[src/rtl/multicycle_controller.sv]
// -----------------------------------------------------------------------------
// multicycle_controller
// Main control FSM of the multi-cycle RV32I core. Sequences
// fetch/decode/execute/memory/writeback over the shared ALU, memory port and
// immediate extender. It owns the memory request/ack handshake and detects
// illegal instructions and bus timeouts.
//
// Parameters
//   TRAP_ON_ILLEGAL  1: illegal opcode halts in S_ERR until reset
//                    0: one-cycle illegal_instr pulse, then the next fetch
//   MEM_TIMEOUT      number of unacknowledged mem_req cycles before
//                    bus_error; 0 disables the timeout
//
// Ports
//   clk, rst         rising-edge clock, asynchronous active-high reset
//   opcode, funct3   instruction fields from the IR (stable after fetch)
//   alu_zero/lt/ltu  ALU flags used to resolve branches
//   mem_ack          memory completes the current request this cycle
//   mem_req, mem_we  memory request (held until mem_ack) and write qualifier
//   adr_src          memory address select: 0 = PC, 1 = ALUOut
//   ir_write         latch instruction and old PC
//   pc_write         load PC from the result bus
//   reg_write        register file write of the result bus
//   alu_src_a        00 PC, 01 oldPC, 10 rs1, 11 zero
//   alu_src_b        00 rs2, 01 imm, 10 const 4
//   alu_op           00 add, 01 compare/sub, 10 funct-decoded
//   result_src       00 ALUOut, 01 memory data, 10 ALU result direct
//   imm_src          000 I, 001 S, 010 B, 011 U, 100 J (from opcode only)
//   illegal_instr    illegal-instruction indication (see TRAP_ON_ILLEGAL)
//   bus_error        memory timeout, sticky until reset
//   instr_retired    one-cycle pulse in the first fetch cycle after a
//                    retiring instruction
//
// The handshake and datapath controls are decoded from the state register so
// that the mem_ack and branch-flag dependent strobes act in the same cycle;
// the status flags are registered.
// -----------------------------------------------------------------------------
module multicycle_controller #(
    parameter int unsigned TRAP_ON_ILLEGAL = 1,
    parameter int unsigned MEM_TIMEOUT     = 16
) (
    input  logic       clk,
    input  logic       rst,
    input  logic [6:0] opcode,
    input  logic [2:0] funct3,
    input  logic       alu_zero,
    input  logic       alu_lt,
    input  logic       alu_ltu,
    input  logic       mem_ack,
    output logic       mem_req,
    output logic       mem_we,
    output logic       adr_src,
    output logic       ir_write,
    output logic       pc_write,
    output logic       reg_write,
    output logic [1:0] alu_src_a,
    output logic [1:0] alu_src_b,
    output logic [1:0] alu_op,
    output logic [1:0] result_src,
    output logic [2:0] imm_src,
    output logic       illegal_instr,
    output logic       bus_error,
    output logic       instr_retired
);

    localparam int unsigned CNT_W = 8;
    localparam logic [CNT_W-1:0] TIMEOUT_CYC = CNT_W'(MEM_TIMEOUT);
    localparam logic [CNT_W-1:0] CNT_ONE     = CNT_W'(1);

    localparam logic [6:0] OP_LOAD   = 7'b0000011;
    localparam logic [6:0] OP_STORE  = 7'b0100011;
    localparam logic [6:0] OP_REG    = 7'b0110011;
    localparam logic [6:0] OP_IMM    = 7'b0010011;
    localparam logic [6:0] OP_BRANCH = 7'b1100011;
    localparam logic [6:0] OP_JAL    = 7'b1101111;
    localparam logic [6:0] OP_JALR   = 7'b1100111;
    localparam logic [6:0] OP_LUI    = 7'b0110111;
    localparam logic [6:0] OP_AUIPC  = 7'b0010111;
    localparam logic [6:0] OP_FENCE  = 7'b0001111;

    typedef enum logic [3:0] {
        S_RESET,
        S_FETCH,
        S_DECODE,
        S_MEMADR,
        S_MEMRD,
        S_MEMWB,
        S_MEMWR,
        S_EXECR,
        S_EXECI,
        S_ALUWB,
        S_BRANCH,
        S_JALR,
        S_JAL,
        S_LUI,
        S_AUIPC,
        S_ERR
    } state_t;

    state_t           state;
    state_t           state_nx;
    logic [CNT_W-1:0] wait_cnt;
    logic             in_mem;
    logic             timeout_hit;
    logic             decode_illegal;
    logic             taken;

    // States that hold mem_req and are therefore subject to the timeout
    assign in_mem = (state == S_FETCH) || (state == S_MEMRD) || (state == S_MEMWR);

    // Timeout fires on the MEM_TIMEOUT-th unacknowledged cycle; an ack that
    // cycle takes priority
    assign timeout_hit = (MEM_TIMEOUT != 0) && in_mem && !mem_ack &&
                         ((wait_cnt + CNT_ONE) == TIMEOUT_CYC);

    // Branch condition from funct3
    always_comb begin
        taken = 1'b0;
        case (funct3)
            3'b000:  taken = alu_zero;
            3'b001:  taken = !alu_zero;
            3'b100:  taken = alu_lt;
            3'b101:  taken = !alu_lt;
            3'b110:  taken = alu_ltu;
            3'b111:  taken = !alu_ltu;
            default: taken = 1'b0;
        endcase
    end

    // Extender select depends on the opcode alone
    always_comb begin
        imm_src = 3'b000;
        case (opcode)
            OP_LOAD, OP_IMM, OP_JALR: imm_src = 3'b000;
            OP_STORE:                 imm_src = 3'b001;
            OP_BRANCH:                imm_src = 3'b010;
            OP_LUI, OP_AUIPC:         imm_src = 3'b011;
            OP_JAL:                   imm_src = 3'b100;
            default:                  imm_src = 3'b000;
        endcase
    end

    // Next-state logic
    always_comb begin
        state_nx       = state;
        decode_illegal = 1'b0;
        case (state)
            S_RESET:  state_nx = S_FETCH;
            S_FETCH:  if (mem_ack) state_nx = S_DECODE;
            S_DECODE: begin
                case (opcode)
                    OP_LOAD, OP_STORE: state_nx = S_MEMADR;
                    OP_REG:            state_nx = S_EXECR;
                    OP_IMM:            state_nx = S_EXECI;
                    OP_BRANCH: begin
                        if (funct3 == 3'b010 || funct3 == 3'b011) decode_illegal = 1'b1;
                        else state_nx = S_BRANCH;
                    end
                    OP_JAL:            state_nx = S_JAL;
                    OP_JALR: begin
                        if (funct3 != 3'b000) decode_illegal = 1'b1;
                        else state_nx = S_JALR;
                    end
                    OP_LUI:            state_nx = S_LUI;
                    OP_AUIPC:          state_nx = S_AUIPC;
                    OP_FENCE:          state_nx = S_FETCH;
                    default:           decode_illegal = 1'b1;
                endcase
                if (decode_illegal) state_nx = (TRAP_ON_ILLEGAL != 0) ? S_ERR : S_FETCH;
            end
            S_MEMADR: state_nx = (opcode == OP_STORE) ? S_MEMWR : S_MEMRD;
            S_MEMRD:  if (mem_ack) state_nx = S_MEMWB;
            S_MEMWB:  state_nx = S_FETCH;
            S_MEMWR:  if (mem_ack) state_nx = S_FETCH;
            S_EXECR:  state_nx = S_ALUWB;
            S_EXECI:  state_nx = S_ALUWB;
            S_ALUWB:  state_nx = S_FETCH;
            S_BRANCH: state_nx = S_FETCH;
            S_JALR:   state_nx = S_JAL;
            S_JAL:    state_nx = S_ALUWB;
            S_LUI:    state_nx = S_ALUWB;
            S_AUIPC:  state_nx = S_ALUWB;
            S_ERR:    state_nx = S_ERR;
            default:  state_nx = S_ERR;
        endcase
        if (timeout_hit) state_nx = S_ERR;
    end

    // Control decode per state; anything not listed stays 0
    always_comb begin
        mem_req    = 1'b0;
        mem_we     = 1'b0;
        adr_src    = 1'b0;
        ir_write   = 1'b0;
        pc_write   = 1'b0;
        reg_write  = 1'b0;
        alu_src_a  = 2'b00;
        alu_src_b  = 2'b00;
        alu_op     = 2'b00;
        result_src = 2'b00;
        case (state)
            S_FETCH: begin
                mem_req = 1'b1;
                if (mem_ack) begin
                    ir_write   = 1'b1;
                    pc_write   = 1'b1;
                    alu_src_b  = 2'b10;
                    result_src = 2'b10;
                end
            end
            S_DECODE: begin
                alu_src_a = 2'b01;
                alu_src_b = 2'b01;
            end
            S_MEMADR: begin
                alu_src_a = 2'b10;
                alu_src_b = 2'b01;
            end
            S_MEMRD: begin
                mem_req = 1'b1;
                adr_src = 1'b1;
            end
            S_MEMWB: begin
                result_src = 2'b01;
                reg_write  = 1'b1;
            end
            S_MEMWR: begin
                mem_req = 1'b1;
                mem_we  = 1'b1;
                adr_src = 1'b1;
            end
            S_EXECR: begin
                alu_src_a = 2'b10;
                alu_op    = 2'b10;
            end
            S_EXECI: begin
                alu_src_a = 2'b10;
                alu_src_b = 2'b01;
                alu_op    = 2'b10;
            end
            S_ALUWB: reg_write = 1'b1;
            S_BRANCH: begin
                alu_src_a = 2'b10;
                alu_op    = 2'b01;
                pc_write  = taken;
            end
            S_JALR: begin
                alu_src_a = 2'b10;
                alu_src_b = 2'b01;
            end
            // PC <= ALUOut (target) while the ALU forms the link value oldPC+4
            S_JAL: begin
                pc_write  = 1'b1;
                alu_src_a = 2'b01;
                alu_src_b = 2'b10;
            end
            S_LUI: begin
                alu_src_a = 2'b11;
                alu_src_b = 2'b01;
            end
            S_AUIPC: begin
                alu_src_a = 2'b01;
                alu_src_b = 2'b01;
            end
            default: ;
        endcase
    end

    // State register, wait counter and status flags
    always_ff @(posedge clk or posedge rst) begin
        if (rst) begin
            state         <= S_RESET;
            wait_cnt      <= '0;
            bus_error     <= 1'b0;
            illegal_instr <= 1'b0;
            instr_retired <= 1'b0;
        end else begin
            state <= state_nx;
            // Counts unacknowledged request cycles; zero on entry and after ack
            if (in_mem && !mem_ack) wait_cnt <= wait_cnt + CNT_ONE;
            else                    wait_cnt <= '0;
            if (timeout_hit) bus_error <= 1'b1;
            // Trapping mode holds the flag in S_ERR; otherwise it is a pulse
            illegal_instr <= decode_illegal || (illegal_instr && (TRAP_ON_ILLEGAL != 0));
            instr_retired <= (state_nx == S_FETCH) && (state != S_FETCH) &&
                             (state != S_RESET) && !decode_illegal;
        end
    end

endmodule
[config.mk]
export PLATFORM = sky130hd
export DESIGN_NAME = multicycle_controller
export DESIGN_NICKNAME = d
export VERILOG_FILES = /design/src/rtl/multicycle_controller.sv
export SDC_FILE = /design/constraint.sdc
export NUM_CORES = 1
export LEC_CHECK = 0
export CORE_UTILIZATION = 49
export CTS_CLUSTER_SIZE = 28
export DETAILED_ROUTE_END_ITERATION = 16
export GPL_ROUTABILITY_DRIVEN = 0
export HOLD_SLACK_MARGIN = 0.1
export PLACE_DENSITY = 0.82
export SYNTH_ARGS = -nofsm -noshare
export SYNTH_HDL_FRONTEND = slang
export SYNTH_SLANG_ARGS = --single-unit
[constraint.sdc]
create_clock -name clk -period 2.5 [get_ports clk]
set_input_delay 0.5 -clock clk [delete_from_list [all_inputs] [get_ports clk]]
set_output_delay 0.5 -clock clk [all_outputs]
set_load 0.02 [all_outputs]
==> results.json <==
{
  "drc_errors": 0,
  "worstHoldPathType": "reg -> reg",
  "p_leak_uw": 0.000969,
  "ctsLongestPathBuffers": 2,
  "cts_buffers": 3,
  "synth_flop_cell": "dfrtp_1",
  "max_freq_mhz": 413,
  "r2r_slack_ns": 0.39,
  "ys_async_sr_fraction": 1.00,
  "cap_viol_max_count": 0,
  "antenna_cells": 0,
  "finalClockSkew_ns": 0.0139,
  "antenna_found_initial": 0,
  "path_clk_slew_ns": 0.09,
  "worstPathArrival_ns": 1.92,
  "wl_per_cell_um": 14.4,
  "drive_above_1_share": 0.207,
  "worst_hold_slack_ns": 0.476,
  "ant_nets": 0,
  "dr.pass1.iters": 4,
  "overflow": 0,
  "synth.distinct_cells": 53,
  "maxSlewHeadroom": 0.620,
  "layout.nets": 256,
  "fin_crit_ns": 2.42,
  "cts_tree": "done",
  "vias": 1560,
  "avgSynthCellArea_um2": 7.88,
  "die_h_um": 56.2,
  "setup_viol": 0,
  "ys_ff_latch": 15,
  "rsz0062_at_grt": "yes",
  "r2r_end": "instr_retired$_DFF_PP0_",
  "critical_path.max_fanout": 5,
  "ir_worst_vdd_uv": 720,
  "grt_pass1_vias": 1453,
  "ys_seq_area_frac": 0.260,
  "crit_type": "reg -> out",
  "io_pins": 36,
  "whs_endpoint": "bus_error$_DFFE_PP0P_",
  "syn_area_um2": 1440,
  "whs_path_depth": 1,
  "endpoint_kind": "primary output",
  "groute.usage.overall": 0.255,
  "start_util": 0.518,
  "synth_nets": 201,
  "power_per_cell_area_nw_per_um2": 721,
  "finalHoldViolCount": 0,
  "ctsHoldBuffers": 0,
  "status": "completed",
  "area_delta_synth_final_pct": 40.8,
  "hpwl_um": 3070,
  "core_um2": 2780,
  "final_cell_area_um2": 2030,
  "clock_tree.root_cell": "clkbuf_4",
  "io_buffers": 35,
  "min-delay-start": "bus_error$_DFFE_PP0P_",
  "r2r_start": "wait_cnt[0]$_DFF_PP0_",
  "rows": 19,
  "r2r_cells": 7,
  "drtIter0Drc": 114,
  "tns_ns": 0,
  "start_kind": "register",
  "timing.final.crit_share": 0.969,
  "ys_warn_count": 0,
  "crit_required_ns": 2.00,
  "synth_edf_count": 0,
  "tightest_slew_ns": 0.569,
  "grt_first_pass_wirelength_um": 6460,
  "via_per_inst": 5.82,
  "insertion_delay_ns": 0.29,
  "htree_levels": 1,
  "cts_sinks": 15,
  "grt_max_degree": 20,
  "place_area_um2": 1930,
  "finalMaxSlewViolations": 0,
  "die_area_um2": 3160,
  "finalWirelength_um": 3850,
  "die_x_um": 56.2,
  "synth_cells": 183
}
[critical path, cell delays in order, from the launching register on]
cell and delay (ns):
dfrtp_1 0.48, and2_1 0.25, xnor2_1 0.14, mux2i_1 0.14, clkdlybuf4s50_1 0.62
[sequential cells by signal (all words and copies together) (netlist names)]
register,flops
wait_cnt,8
state,4
bus_error,1
illegal_instr,1
instr_retired,1
[per-stage QoR]
stage          cells  utilization  power (uW)  worst slack [ns]
6_report         268        0.730        1460            0.0781
5_1_grt          268        0.730        1570           -0.0371
4_1_cts          264        0.709        1410            0.0157
3_5_place_dp     260        0.695        1260            -0.244
3_3_place_gp     260        0.695        1240            -0.135
2_1_floorplan    183            -         921             0.393
[worst max path at each step]
stage,start,to,depth (start not counted)
6_report,state[2]$_DFF_PP0_,alu_src_a[1],4
5_1_grt,state[2]$_DFF_PP0_,alu_src_a[1],4
4_1_cts,state[2]$_DFF_PP0_,alu_src_b[1],5
3_5_place_dp,funct3[2],pc_write,6
3_3_place_gp,funct3[2],pc_write,6
2_1_floorplan,state[2]$_DFF_PP0_,pc_write,6
[cell usage in the layout (no fill, tap or decap), types with 3 or more instances in the layout]
cell / n
nand2_1: 13
buf_4: 27
or2_2: 3
nor3_1: 11
dlygate4sd2_1: 3
o22ai_1: 3
a21oi_1: 12
xor2_1: 8
xnor2_1: 3
o21ai_0: 9
nand2b_1: 8
nor2_1: 21
inv_1: 4
mux2i_1: 3
a31oi_1: 3
clkbuf_4: 3
nand3_1: 5
dfrtp_1: 13
dlymetal6s2s_1: 7
nor2b_1: 7
clkdlybuf4s50_1: 24
[routing by layer]
| layer | global-route usage | up-vias | share of wire |
|---|---|---|---|
| met3 | 0.0628 | 8 | 0.044 |
| li1 | - | 768 | - |
| met1 | 0.327 | 734 | 0.43 |
| met5 | 0 | - | 0 |
| met2 | 0.423 | 50 | 0.51 |
| met4 | 0.0801 | 0 | 0.016 |
[logic make-up (layout without fill, tap and decap cells)]
kind of cell / Yosys count / in the layout / share of synthesized area
multiplexers: 3 / 3 / 0.0208
AND/OR/NAND/NOR: 86 / 86 / 0.333
XOR/XNOR: 11 / 11 / 0.0668
flip-flops: 15 / 15 / 0.260
AO/OA/AOI/OAI: 50 / 50 / 0.243
buffers and inverters: 16 / 70 / 0.0582
adder cells (fa/ha/maj): 2 / 2 / 0.0174
[report_power, final]
group	internal, uW	leakage [uW]	switching, uW
Clock	59.5	0.0000177	77.2
Sequential	289	0.000195	89.8
Combinational	462	0.000757	485
Total	811	0.000969	652
[final cells by class]
class,instances,area (um2)
Clock inverter,1,5.00
Multi-Input combinational cell,152,1010
Tap cell,31,38.8
Timing Repair Buffer,62,562
Fill cell,223,752
Clock buffer,3,22.5
Inverter,4,15.0
Sequential cell,15,378
[cell usage after synthesis, types with 2 or more instances]
cell / number / area share
or2_2: 3 / 0.013
o21ai_1: 2 / 0.0069
nor2b_1: 8 / 0.035
nand4_1: 2 / 0.0087
a31oi_1: 3 / 0.013
ha_1: 2 / 0.017
nor2_1: 22 / 0.057
buf_2: 4 / 0.014
a22oi_1: 2 / 0.010
a211oi_1: 2 / 0.010
buf_1: 2 / 0.0052
nand3_1: 5 / 0.017
a22o_1: 2 / 0.012
nor3_1: 12 / 0.042
xnor2_1: 3 / 0.018
nand2_1: 13 / 0.034
and2_1: 2 / 0.0087
nand2b_1: 8 / 0.035
xor2_1: 8 / 0.049
dfrtp_1: 15 / 0.26
o211ai_1: 2 / 0.010
inv_1: 4 / 0.010
a21oi_1: 12 / 0.042
o22ai_1: 3 / 0.013
mux2i_1: 3 / 0.021
clkbuf_1: 2 / 0.0052
buf_4: 3 / 0.016
o21ai_0: 9 / 0.031
[what timing repair did]
item                       4_1_cts  5_1_grt
setup endpoints to repair       11        9
setup buffers                    0        4
gates resized for setup         10       11
Note: power is estimated with default switching activity, not from simulation.
==> edit 1: new RTL, same flow settings <==
Make the reset (`rst`) synchronous in one clocked block. Comments in the files are not updated.
--- a/src/rtl/multicycle_controller.sv
+++ b/src/rtl/multicycle_controller.sv
@@ -269,3 +269,3 @@
     // State register, wait counter and status flags
-    always_ff @(posedge clk or posedge rst) begin
+    always_ff @(posedge clk) begin
         if (rst) begin
Behaviour: differs if rst is asserted again (counterexample within 4 cycles, from zero or initial values and one cycle with rst high); with rst held inactive, the same outputs for 10 cycles.
==> edit 1 against the original RTL <==
- routed wire length down 4.1%
- sequential share of layout area fell by 2.0 points
- sequential cell count did not move
- clock skew decreased by 9.6 ps
- via count is 0.64% higher
- synthesized cell count grew 2.7%
- count of clock-buffer cells in the layout is the same
- final area shrank 9.9%
- area after synthesis down 8.4%
- setup slack worse by 5.7 ps
Power is not compared: it rests on default switching activity, and its combinational part moved more than twofold at a synthesized area within 25%.
==> edit 1: results (changes against the original RTL) <==
metric,value,unit,change
num_vias,1570,,"was 1,560"
fin_skew,4.30,ps,was 13.9 ps
initialDrtViolationCount,53,,was 114
r2r-end,instr_retired$_SDFF_PP0_,,was instr_retired$_DFF_PP0_
cts_resized,17,,was 10
wl_met2,1.95,mm,was 1.97 mm
min_from,bus_error$_SDFFE_PP0P_,,was bus_error$_DFFE_PP0P_
wl_met1,1.49,mm,was 1.64 mm
grt_pass1_wl,6.05,mm,was 6.46 mm
grt_pass1_vias,1436,,"was 1,453"
status,completed,,unchanged
ys_top_cells_by_area,"dfxtp_1 23%, nor2_1 8.5%, a21oi_1 4.9%, nand2_1 4.0%, xor2_1 4.0%",,"was dfrtp_1 26%, nor2_1 5.7%, xor2_1 4.9%, a21oi_1 4.2%, nor3_1 4.2%"
reg2reg_from,state[1]$_SDFF_PP0_,,was wait_cnt[0]$_DFF_PP0_
cp_slowest_stage_delay,480,ps,was 620 ps
path_max_fanout,4,,was 5
synth_common_cells,"30 x nor2_1, 15 x dfxtp_1, 14 x nand2_1, 13 x a21oi_1",,"was 22 x nor2_1, 15 x dfrtp_1, 13 x nand2_1, 12 x a21oi_1, 12 x nor3_1"
asyncSetResetFlopFracSynth,0,%,was 100%
grt_max_degree,19,,was 20
use_met3,3.95,%,was 6.28%
use_met1,31.1,%,was 32.7%
post-place-ws,-476,ps,was -244 ps
syn-num-nets,206,,was 201
grtUsageTotal,28.3,%,was 25.5%
worstRegToRegCells,6,,was 7
ys_seq_area_share,22.7,%,was 26.0%
rrSetupSlack,460,ps,was 390 ps
tightest_slew,423,ps,was 569 ps
synth.distinct_cells,50,,was 53
dr.pass1.iters,5,,was 4
synth.avg_cell_area,7.02,sq um,was 7.88 sq um
vias_per_cell,5.95,,was 5.82
drive_gt1_share,17.5,%,was 20.7%
met3_length,200,microns,was 171 microns
dpl_cell_area,1800,sq um,was 1930 sq um
-- edit 1: layout make-up --
class                           count  area [sq um]
Multi-Input combinational cell    151           930
Tap cell                           30          37.5
Timing Repair Buffer               56           499
Inverter                            8          30.0
Sequential cell                    15           304
Clock inverter                      1          5.00
Fill cell                         202           694
Clock buffer                        3          22.5
-- edit 1: worst max-delay path by stage --
stage                              from            to  slack (ps)
floorplan                     opcode[5]    imm_src[0]         120
global placement              opcode[5]    imm_src[0]        -320
detailed placement            opcode[5]    imm_src[0]        -480
CTS                 state[2]$_SDFF_PP0_  alu_src_b[0]          10
global route                  opcode[5]    imm_src[2]         -10
finish                        opcode[5]    imm_src[2]          70
-- edit 1: logic make-up (layout without fill, tap and decap cells) --
group                      after synthesis  after routing  share of synthesized area, %
and+or+nand+nor                         91             91                          36.1
AOI/OAI and AO/OA                       44             44                          22.1
buffers and inverters                   22             68                          7.49
DFF                                     15             15                          22.7
xor gates and xnor gates                11             11                          7.30
muxes                                    3              3                          2.37
adders and majority gates                2              2                          1.90
==> edit 2: new RTL, same settings <==
Without the edit above. Change the parameter `MEM_TIMEOUT` from 16 to 15.
--- a/src/rtl/multicycle_controller.sv
+++ b/src/rtl/multicycle_controller.sv
@@ -39,3 +39,3 @@
     parameter int unsigned TRAP_ON_ILLEGAL = 1,
-    parameter int unsigned MEM_TIMEOUT     = 16
+    parameter int unsigned MEM_TIMEOUT     = 15
 ) (
Function: no difference found for any inputs over 10 cycles, from zero or initial values and one cycle with rst high; that may be too few to reach the edited logic, so the function may still have changed.
==> edit 2 against the original RTL <==
- final area down 6.2%
- sequential cell count unchanged
- first-iteration DRC count down 32%
- register-to-register slack better by 120 ps
- area after synthesis down 3.5%
- setup slack better by 25 ps
- highest routed layer unchanged
- total power up 7.9%
- routed wire length down 4.8%
==> edit 2: results (changes against the original RTL) <==
metric,value,unit,change
yosys_warnings,0,,unchanged
ir_worst_vdd,758,uV,was 720 uV
portBuffers,35,,unchanged
grt_pass1_vias,1348,,"was 1,453"
grt_max_degree,21,,was 20
numPlacedInstances,248,,was 260
cp_slowest_stage_delay,600,ps,was 620 ps
rrSetupSlack,510,ps,was 390 ps
post-place-ws,-239,ps,was -244 ps
dpl.hpwl,2.81,mm,was 3.07 mm
fin_skew,13.8,ps,was 13.9 ps
cts_root_buffer,clkbuf_4,,unchanged
ys_top_cells_by_area,"dfrtp_1 27%, nor2_1 7.0%, nand2b_1 4.9%, xnor2_1 3.8%, xor2_1 3.8%",,"was dfrtp_1 26%, nor2_1 5.7%, xor2_1 4.9%, a21oi_1 4.2%, nor3_1 4.2%"
p_switching,728,uW,was 652 uW
crit_family,buffers and inverters,,unchanged
fin_hold_ws,473,ps,was 476 ps
synth-compound-area-share,19.5,%,was 24.3%
reg2reg_from,state[2]$_DFF_PP0_,,was wait_cnt[0]$_DFF_PP0_
min-delay-path-class,reg -> reg,,unchanged
synth.distinct_cells,52,,was 53
synth_xor_area_share,7.55,%,was 6.68%
syn-num-nets,193,,was 201
min_to,bus_error$_DFFE_PP0P_,,unchanged
num_vias,1447,,"was 1,560"
path_max_fanout,11,,was 5
grtUsageTotal,24.2,%,was 25.5%
leakagePower,0.935,nW,was 0.969 nW
critPathSlowestCell,clkdlybuf4s50_1,,unchanged
status,completed,,unchanged
tightest_slew,557,ps,was 569 ps
instances_no_fill,254,,was 268
hold_depth,1,,unchanged
synth_common_cells,"26 x nor2_1, 15 x dfrtp_1, 12 x nand2_1, 11 x nand2b_1, 10 x nand3_1",,"was 22 x nor2_1, 15 x dfrtp_1, 13 x nand2_1, 12 x a21oi_1, 12 x nor3_1"
synth_mux_area_share,0.719,%,was 2.08%
grt_pass1_wl,6.07,mm,was 6.46 mm
initialDrtViolationCount,77,,was 114
cp.arrival,1900,ps,was 1920 ps
yosys.area_share.adder,1.80,%,was 1.74%
drt-total-wl,3.66,mm,was 3.85 mm
nNetsFinal,243,,was 256
r2r-end,instr_retired$_DFF_PP0_,,unchanged
synth.avg_cell_area,7.95,sq um,was 7.88 sq um
drive_gt1_share,19.6,%,was 20.7%
ys_seq_area_share,27.0,%,was 26.0%
clk_pin_slew,100,ps,
## edit 2: cell type report
type / count / area (sq um)
fill: 201 / 686
tap: 30 / 37.5
clock buffer: 3 / 22.5
multi-input combinational: 140 / 905
timing repair buffer: 58 / 527
inverter: 7 / 26.3
sequential: 15 / 382
clock inverter: 1 / 5.00
## edit 2: cell families after synthesis
kind of cell,after synthesis
and+or+nand+nor,86
AOI/OAI and AO/OA,39
buffers and inverters,20
DFF,15
xor gates and xnor gates,12
adders and majority gates,2
muxes,1
## edit 2: power by group through the flow
stage	Sequential [mW]	Combinational, mW	Clock (mW)
after global placement	0.404	0.989	0
after floorplan	0.348	0.732	0
after global routing	0.401	1.13	0.161
after CTS	0.404	1.00	0.139
final	0.392	1.05	0.139
after detailed placement	0.407	1.01	0
## edit 2: repair_timing
action	CTS	global route
buffers inserted	0	2
gates resized for setup	8	12
endpoints found under the setup margin	13	10
## edit 2: metrics by stage
step / util (%) / instance area (sq um)
2_1_floorplan: - / 1390
5_1_grt: 73.5 / 1900
3_5_place_dp: 71.3 / 1850
6_report: 73.5 / 1900
3_3_place_gp: 71.3 / 1850
4_1_cts: 72.2 / 1870
## edit 2: worst reg2reg max path: cells and delay by family (launching register included)
kind            cells  cell delay, ps
buf+inv             2             340
flops               1             490
compound gates      2             550
simple gates        3             500
## edit 2: how the worst max path moves through the flow
| stage | from | endpoint | slack, ps |
|---|---|---|---|
| after global routing | state[3]$_DFF_PP0_ | result_src[0] | 10 |
| after detailed placement | funct3[2] | pc_write | -240 |
| after CTS | funct3[2] | pc_write | 0.4 |
| final | state[0]$_DFF_PP0_ | alu_src_b[0] | 100 |
| after global placement | funct3[2] | pc_write | -140 |
| after floorplan | state[2]$_DFF_PP0_ | result_src[1] | 190 |
## edit 2: layer usage
layer | vias up | share of wire [%] | global-route usage, %
met5 | - | 0 | 0
met4 | 0 | 0.55 | 8.21
met3 | 2 | 3.6 | 3.98
met2 | 43 | 51 | 40.6
met1 | 681 | 44 | 31.5
li1 | 721 | - | -
